File: src/rtl/shift_pkg.sv
// Shared types for the pipelined shift unit.
package shift_pkg;

  // Operation select; every encoding is a legal operation.
  typedef enum logic [1:0] {
    SH_SRL = 2'b00,
    SH_SRA = 2'b01,
    SH_SLL = 2'b10,
    SH_ROR = 2'b11
  } shift_mode_e;

  localparam int unsigned MODE_W = 2;

endpackage

File: src/rtl/shift_stage.sv
// One pipeline stage: conditional shift/rotate by 2^K, then a register that
// advances on i_en and clears synchronously on i_rst.
module shift_stage
  import shift_pkg::*;
#(
  parameter int unsigned WIDTH = 32,
  parameter int unsigned AMT_W = $clog2(WIDTH),
  parameter int unsigned K     = 0
) (
  input  logic             i_clk,
  input  logic             i_rst,
  input  logic             i_en,
  input  logic             i_valid,
  input  logic [WIDTH-1:0] i_data,
  input  shift_mode_e      i_mode,
  input  logic [AMT_W-1:0] i_amt,
  input  logic             i_sign,
  output logic             o_valid,
  output logic [WIDTH-1:0] o_data,
  output shift_mode_e      o_mode,
  output logic [AMT_W-1:0] o_amt,
  output logic             o_sign
);

  localparam int unsigned D = 1 << K;

  logic [WIDTH-1:0] w_shifted;
  logic             r_valid;
  logic [WIDTH-1:0] r_data;
  shift_mode_e      r_mode;
  logic [AMT_W-1:0] r_amt;
  logic             r_sign;

  // Shift or rotate by D when this stage's amount bit is set.
  always_comb begin
    w_shifted = i_data;
    if (i_amt[K]) begin
      unique case (i_mode)
        SH_SRL: w_shifted = {{D{1'b0}}, i_data[WIDTH-1:D]};
        SH_SRA: w_shifted = {{D{i_sign}}, i_data[WIDTH-1:D]};
        SH_SLL: w_shifted = {i_data[WIDTH-1-D:0], {D{1'b0}}};
        SH_ROR: w_shifted = {i_data[D-1:0], i_data[WIDTH-1:D]};
      endcase
    end
  end

  // Stage register; bubbles carry zero data so c_o reads 0 when nothing is valid.
  always_ff @(posedge i_clk) begin
    if (i_rst) begin
      r_valid <= 1'b0;
      r_data  <= '0;
      r_mode  <= SH_SRL;
      r_amt   <= '0;
      r_sign  <= 1'b0;
    end else if (i_en) begin
      r_valid <= i_valid;
      r_data  <= i_valid ? w_shifted : '0;
      r_mode  <= i_mode;
      r_amt   <= i_amt;
      r_sign  <= i_sign;
    end
  end

  assign o_valid = r_valid;
  assign o_data  = r_data;
  assign o_mode  = r_mode;
  assign o_amt   = r_amt;
  assign o_sign  = r_sign;

endmodule

File: src/rtl/shift_unit_pipe.sv
// Pipelined shifter/rotator: one registered stage per shift-amount bit,
// valid/ready on both ends, whole pipe stalls together under back-pressure.
module shift_unit_pipe
  import shift_pkg::*;
#(
  parameter int unsigned WIDTH = 32,
  localparam int unsigned AMT_W = $clog2(WIDTH)
) (
  input  logic             clk_i,
  input  logic             rst_i,
  input  logic             valid_i,
  output logic             ready_o,
  input  logic [WIDTH-1:0] a_i,
  input  logic [AMT_W-1:0] b_i,
  input  logic [1:0]       mode_i,
  output logic             valid_o,
  input  logic             ready_i,
  output logic [WIDTH-1:0] c_o,
  output logic             busy_o
);

  typedef struct packed {
    logic [WIDTH-1:0] data;
    shift_mode_e      mode;
    logic [AMT_W-1:0] amt;
    logic             sign;
    logic             valid;
  } payload_t;

  payload_t w_head;
  payload_t w_stage_q [AMT_W];
  logic     w_adv;
  logic     w_unused_tail;

  // Last stage doubles as the output register, so it alone gates advance.
  assign w_adv   = ~w_stage_q[AMT_W-1].valid | ready_i;
  assign ready_o = w_adv;

  // Pack the incoming operand into the stage payload.
  always_comb begin
    w_head.data  = a_i;
    w_head.mode  = shift_mode_e'(mode_i);
    w_head.amt   = b_i;
    w_head.sign  = a_i[WIDTH-1];
    w_head.valid = valid_i & w_adv;
  end

  for (genvar k = 0; k < AMT_W; k++) begin : g_stage
    payload_t w_in;
    if (k == 0) begin : g_first
      assign w_in = w_head;
    end else begin : g_chain
      assign w_in = w_stage_q[k-1];
    end

    shift_stage #(
      .WIDTH (WIDTH),
      .AMT_W (AMT_W),
      .K     (k)
    ) u_stage (
      .i_clk   (clk_i),
      .i_rst   (rst_i),
      .i_en    (w_adv),
      .i_valid (w_in.valid),
      .i_data  (w_in.data),
      .i_mode  (w_in.mode),
      .i_amt   (w_in.amt),
      .i_sign  (w_in.sign),
      .o_valid (w_stage_q[k].valid),
      .o_data  (w_stage_q[k].data),
      .o_mode  (w_stage_q[k].mode),
      .o_amt   (w_stage_q[k].amt),
      .o_sign  (w_stage_q[k].sign)
    );
  end

  // Busy whenever any stage, including the output stage, holds an operation.
  always_comb begin
    busy_o = 1'b0;
    for (int k = 0; k < AMT_W; k++) begin
      busy_o = busy_o | w_stage_q[k].valid;
    end
  end

  assign valid_o = w_stage_q[AMT_W-1].valid;
  assign c_o     = w_stage_q[AMT_W-1].data;

  // Control fields are dead once the last stage has been applied.
  assign w_unused_tail = ^{w_stage_q[AMT_W-1].mode, w_stage_q[AMT_W-1].amt,
                           w_stage_q[AMT_W-1].sign};

endmodule

File: config.mk
export PLATFORM = sky130hd
export DESIGN_NAME = shift_unit_pipe
export DESIGN_NICKNAME = d
export VERILOG_FILES = /design/src/rtl/shift_pkg.sv /design/src/rtl/shift_stage.sv /design/src/rtl/shift_unit_pipe.sv
export SDC_FILE = /design/constraint.sdc
export NUM_CORES = 1
export LEC_CHECK = 0
export CAP_MARGIN = 20
export CORE_MARGIN = 1
export CORE_UTILIZATION = 35
export DETAILED_ROUTE_END_ITERATION = 8
export GPL_ROUTABILITY_DRIVEN = 0
export GPL_TIMING_DRIVEN = 0
export HOLD_SLACK_MARGIN = 0.08
export PLACE_DENSITY_LB_ADDON = 0.3
export SLEW_MARGIN = 5
export SYNTH_ARGS = -nofsm -noshare
export SYNTH_HDL_FRONTEND = slang
export SYNTH_SLANG_ARGS = --single-unit
File: constraint.sdc
create_clock -name clk_i -period 2.55 [get_ports clk_i]
set_input_delay 0.255 -clock clk_i [delete_from_list [all_inputs] [get_ports clk_i]]
set_output_delay 0.255 -clock clk_i [all_outputs]
set_load 0.02 [all_outputs]
**Word-level counts from Yosys, hierarchy flattened**

Index checks and enable logic that the tools add are counted.

- Flip-flop bits (word level): 197
- Input bits: 43
- Output and inout bits: 35
- Word-level logic and storage cells: 64

- Equal/unequal tests: 15
- Muxes and demuxes: 15
- Bitwise operators: 7
- Reductions and logical operators: 5

Operator list:

| cell | count |
|---|---|
| $pmux 32 s4 | 5 |
| $mux 32 | 10 |
| $eq 2x2->1 const B | 10 |
| $eq 2x1->1 const B | 5 |
| $logic_not 2->1 | 5 |
| $or 1x1->1 | 5 |
| $and 1x1->1 | 1 |
| $not 1->1 | 1 |

**Longest topological paths before layout**

- Depth in word-level cells: 4
- Depth in mapped cells: 8
- Gate-level depth less buffers: 5

**Hierarchy**

Synthesis repeated with hierarchy kept, for this count alone.

- Cell total of the unflattened synthesis: 984
- Area total of the unflattened synthesis: 9,932.0 µm²

By module, submodules not included:

| module | times used | cells each | area an instance (µm²) | seq. area each (µm²) |
|---|---|---|---|---|
| shift_stage at g_stage[3].u_stage | 1 | 207 | 2,168.3 | 820.8 |
| shift_stage at g_stage[1].u_stage | 1 | 186 | 1,991.9 | 820.8 |
| shift_stage at g_stage[2].u_stage | 1 | 192 | 1,933.1 | 820.8 |
| shift_stage at g_stage[4].u_stage | 1 | 214 | 1,903.1 | 820.8 |
| shift_stage at g_stage[0].u_stage | 1 | 180 | 1,900.6 | 820.8 |
| shift_unit_pipe | 1 | 5 | 35.0 | 0.0 |

**Least setup slack after synthesis**

Ideal clock, no wire load.

- Path kind: register to register
- Start: reg g_stage[4].u_stage.r_valid
- End: reg g_stage[4].u_stage.r_data[10]
- Setup time: 0.128 ns
- Arrival: 1.397 ns
- Data required time: 2.422 ns
- Setup slack: 1.025 ns
- Cell stages (with the launch flop): 9
- Clock period less this slack: 1.525 ns
- Path through: dfxtp_1 -> nor2b_2 -> buf_6 -> inv_2 -> and2_1 -> buf_2 -> buf_6 -> a22oi_1 -> nor2_1

- Longest elaborated chain between the ends: 2

Ends and longest elaborated chain:

| element | line | source |
|---|---|---|
| start: declaration | shift_stage.sv:28 | `logic r_valid;` |
| start signal: assignment | shift_stage.sv:56 | `r_valid <= i_valid;` |
| $not 1->1 | shift_unit_pipe.sv:36 | `assign w_adv = ~w_stage_q[AMT_W-1].valid \| ready_i;` |
| $or 1x1->1 | shift_unit_pipe.sv:36 |  |
| end signal: assignment | shift_stage.sv:57 | `r_data <= i_valid ? w_shifted : '0;` |
| end: declaration | shift_stage.sv:29 | `logic [WIDTH-1:0] r_data;` |

Every way passes these cells.
A chain may end at the register's enable or synchronous reset.

**Worst setup path after layout**

- Start: reg g_stage[4].u_stage.r_valid
- End: out ready_o

- Longest elaborated chain between the ends: 2

Ends and longest elaborated chain:

| element | line | source |
|---|---|---|
| $not 1->1 | shift_unit_pipe.sv:36 |  |
| $or 1x1->1 | shift_unit_pipe.sv:36 |  |
| end: declaration | shift_unit_pipe.sv:12 | `output logic ready_o,` |

Every way passes these cells.

==> impl_summary.md <==
STA
The number of max-slew violations in the final report is 0. The number of failing setup endpoints in the final timing report is 0. The worst slew slack as a fraction of its limit is 50.7%.

For this run, the top clock speed supported by timing is 433 MHz. The final-layout setup total negative slack is 0 ps. The final-report hold violation count is 0.

For the pin with the worst max-slew slack, the measured transition is 735 ps. Setup repair after global routing left no endpoint under its margin. The post-layout minimum cycle time is 2310 ps.

The final critical path takes up 90.5% of the cycle. The setup slack after layout is 243 ps. On the final layout, the worst clock skew is 17.4 ps.

Placed design
The worst setup slack before clock tree synthesis is 125 ps. Summed over all nets, the half-perimeter wirelength after detailed placement is 20.1 mm. After detailed placement, the total cell area comes to 10200 sq um. The total of buffers placed on input and output ports is 75. The number of placed instances, taps included, is 1506.

Global routing
The first global-routing pass estimated 41.9 mm of wire. Entering global routing, the biggest net connects 20 pins. The remaining global-route overflow is 0. The via count of the first global-routing pass is 7567. The global-route usage over all layers is 20.3%. The number of antenna violations at the first check in global routing is 0.

Logic synthesis
Sorting the synthesized cells by area gives the leading types as dfxtp_1 (41%), a22o_1 (9.5%), mux2i_1 (9.1%). The most common flop cell mapped by yosys is dfxtp_1. Summed over its instances, the top area cell type makes up 41.4% of the synthesized netlist area. The Yosys step of the flow raised 0 warnings.

When the netlist entered floorplanning its net count stood at 1144. After synthesis the netlist holds a flip-flop and latch count of 187. Dividing the synthesized area by the synthesized cell count gives 8.22 sq um. Counting every instance in the synthesized netlist gives 1101. The synthesized design spends more area on one cell type than any other, namely dfxtp_1.

The async set-or-reset flop fraction in the synthesized netlist is 0%. The number of distinct library cells after synthesis is 38. The number of flops mapped to enable cells by yosys is 0. The portion of the post-synthesis area used by sequential elements is 41.4%. The netlist area before placement is 9050 sq um.

Worst hold path
The worst hold-check path type is in2reg. The critical hold path startpoint is b_i[2].

Worst setup path
The biggest fanout along the worst timing path is 10. The kind of launch point of the worst setup path is a flip-flop. The worst register-to-register path begins at g_stage[2].u_stage.o_mode[1]$_SDFFE_PP0N_. The largest single stage delay on the critical path is 360 ps. At the worst endpoint, the arrival time is 2050 ps. The kind of critical path is reg2out. The cell family contributing the most delay on the critical path is buffers and inverters.

The timing startpoint of the critical path is g_stage[4].u_stage.o_valid$_SDFFE_PP0N_. The slowest stage of the critical path is the dlygate4sd2_1 cell. At the worst endpoint, the required time is 2300 ps. By instance count, the cell type seen most on the critical path is buf_2. Walking the worst path, the cells encountered are nor2b_2 > buf_6 > inv_2 > buf_2 > buf_2 > dlygate4sd2_1.

The number of buffers and inverters on the critical path is 5. STA classifies the critical path endpoint as a primary output.

Power and ir drop
The analysis attributes to cell leakage a power of 0.00425 uW. The areal power density over the cells is 591 nW/um^2. The largest vdd supply drop is 387 uV. The power after layout is 6410 uW.

Floorplanning
The die boundary height is 163 microns. The width of the die is 163 microns. The total die area is 26500 sq um. Row generation in the floorplan step produced 58 rows. The core area is 25300 sq um.

The initial core utilization is 35.8%. The number of I/O pins is 78.

Finish
The number of standard cells in the final layout excluding fillers is 1538. Leaving out fill and tap cells, the most frequent cell in the layout is dfxtp_1. The final layout contains 1238 nets. 0 antenna diodes ended up in the layout. The final instance area is 10800 sq um. Compared with the post-synthesis result, the final layout area differs by 19.8%. The library cells used most frequently in the layout, excluding fill and tap cells, are dfxtp_1 (187), nand2_1 (150), nor2_1 (148), a21oi_1 (139), a22o_1 (98). The post-route netlist has 9.69% of its cells at a drive strength greater than 1.

Drt
The detailed router finished its first iteration with 769 violations. The detailed-route wire length per cell is 17.2 microns. Before antenna repair, the detailed router went through 7 iterations. Using the TritonRoute via totals, the vias-per-cell ratio works out to 5.34. For this run, design rule violations remaining after detail routing come to 0. The final layout contains routed wiring with a total length of 26.5 mm. The routed layout has 8215 vias.

The detail route stage leaves a number of antenna-violating nets equal to 0.

Clocking
In this run the clock root is driven by a clkbuf_16. The number of H-tree levels is 4. The clock-pin slew on the worst setup and hold paths is 80 ps. The number of instances resized during post-cts repair is 1. The count of buffers added by post-CTS timing repair for setup is 0. The number of clock sinks is 187.

The TritonCTS clock tree is built. The number of clock buffers inserted by TritonCTS is 17. Counting along the longest clock path gives a buffer depth of 2. The hold buffer count at cts is 0. The clock latency of the later-clocked register in the worst-skew pair is 440 ps.

Outcome
The flow ran to the end, and the final reports show no timing, DRC or antenna violations.

Flow run
The tool flagged a number of max-cap violations equal to 0.
tightest hold or removal path, cell delays in order:
cell and delay (ps):
clkdlybuf4s50_1 400, nand2_1 60, a21oi_1 50
report_power, final:
group	total [uW]	switching [uW]	internal, uW	leakage [uW]
clock	2790	1290	1510	0.000305
sequential	3050	68.5	2980	0.00152
combinational	572	319	253	0.00243
total	6410	1670	4740	0.00425
final timing paths:
kind                                                end  cells past startpoint  slack (ps)
max                                             ready_o                      6         240
min            g_stage[0].u_stage.o_amt[2]$_SDFFE_PP0N_                      3         360
max reg2reg  g_stage[3].u_stage.o_data[20]$_SDFFE_PP0N_                      6         890
min reg2reg  g_stage[4].u_stage.o_data[26]$_SDFFE_PP0N_                      2         450
Yosys cell counts, types with 6 or more instances:
library cell,count
dfxtp_1,187
nor2b_1,9
buf_2,48
inv_1,28
buf_4,7
o21ai_0,30
a2bb2oi_1,6
a22o_1,98
nand2_1,150
o31ai_1,16
a31oi_1,22
a21oi_1,139
o22ai_1,25
mux2_2,12
clkbuf_1,36
a22oi_1,24
buf_6,7
mux2i_1,82
nor2_1,148
kinds of logic after synthesis:
group / count (synthesis) / share of synthesized area [%]
mux: 94 / 10.6
buf+inv: 131 / 7.11
simple gates: 323 / 14.5
compound gates: 366 / 26.4
flops: 187 / 41.4
registers in the layout, summed over array words and instances, names as in the netlist:
signal / count
g_stage.u_stage.o_amt: 10
g_stage.u_stage.o_data: 160
g_stage.u_stage.o_sign: 4
g_stage.u_stage.o_valid: 5
g_stage.u_stage.o_mode: 8
cell type report:
type	instances	area, sq um
plain buffers	102	534
repair buffers	75	749
fillers	2578	14400
inverters	29	109
well taps	330	413
clock inverters	15	206
clock buffers	17	425
flip-flops and latches	187	3740
multi-input cells	783	4660
stage by stage:
step	hold slack [ps]	utilization, %
floorplan	391	-
CTS	351	42.9
finish	359	42.9
global placement	442	40.4
global route	366	42.9
detailed placement	443	40.4
layer usage:
layer  GRT usage, %  vias up  routed length [microns]
met2           32.5      296                    12200
met3           3.64       40                     1520
met4           6.37        0                      571
met1           27.5     3788                    12200
li1               -     4091                        -
met5              0        -                        0
Note: power is estimated with default switching activity, not from simulation.
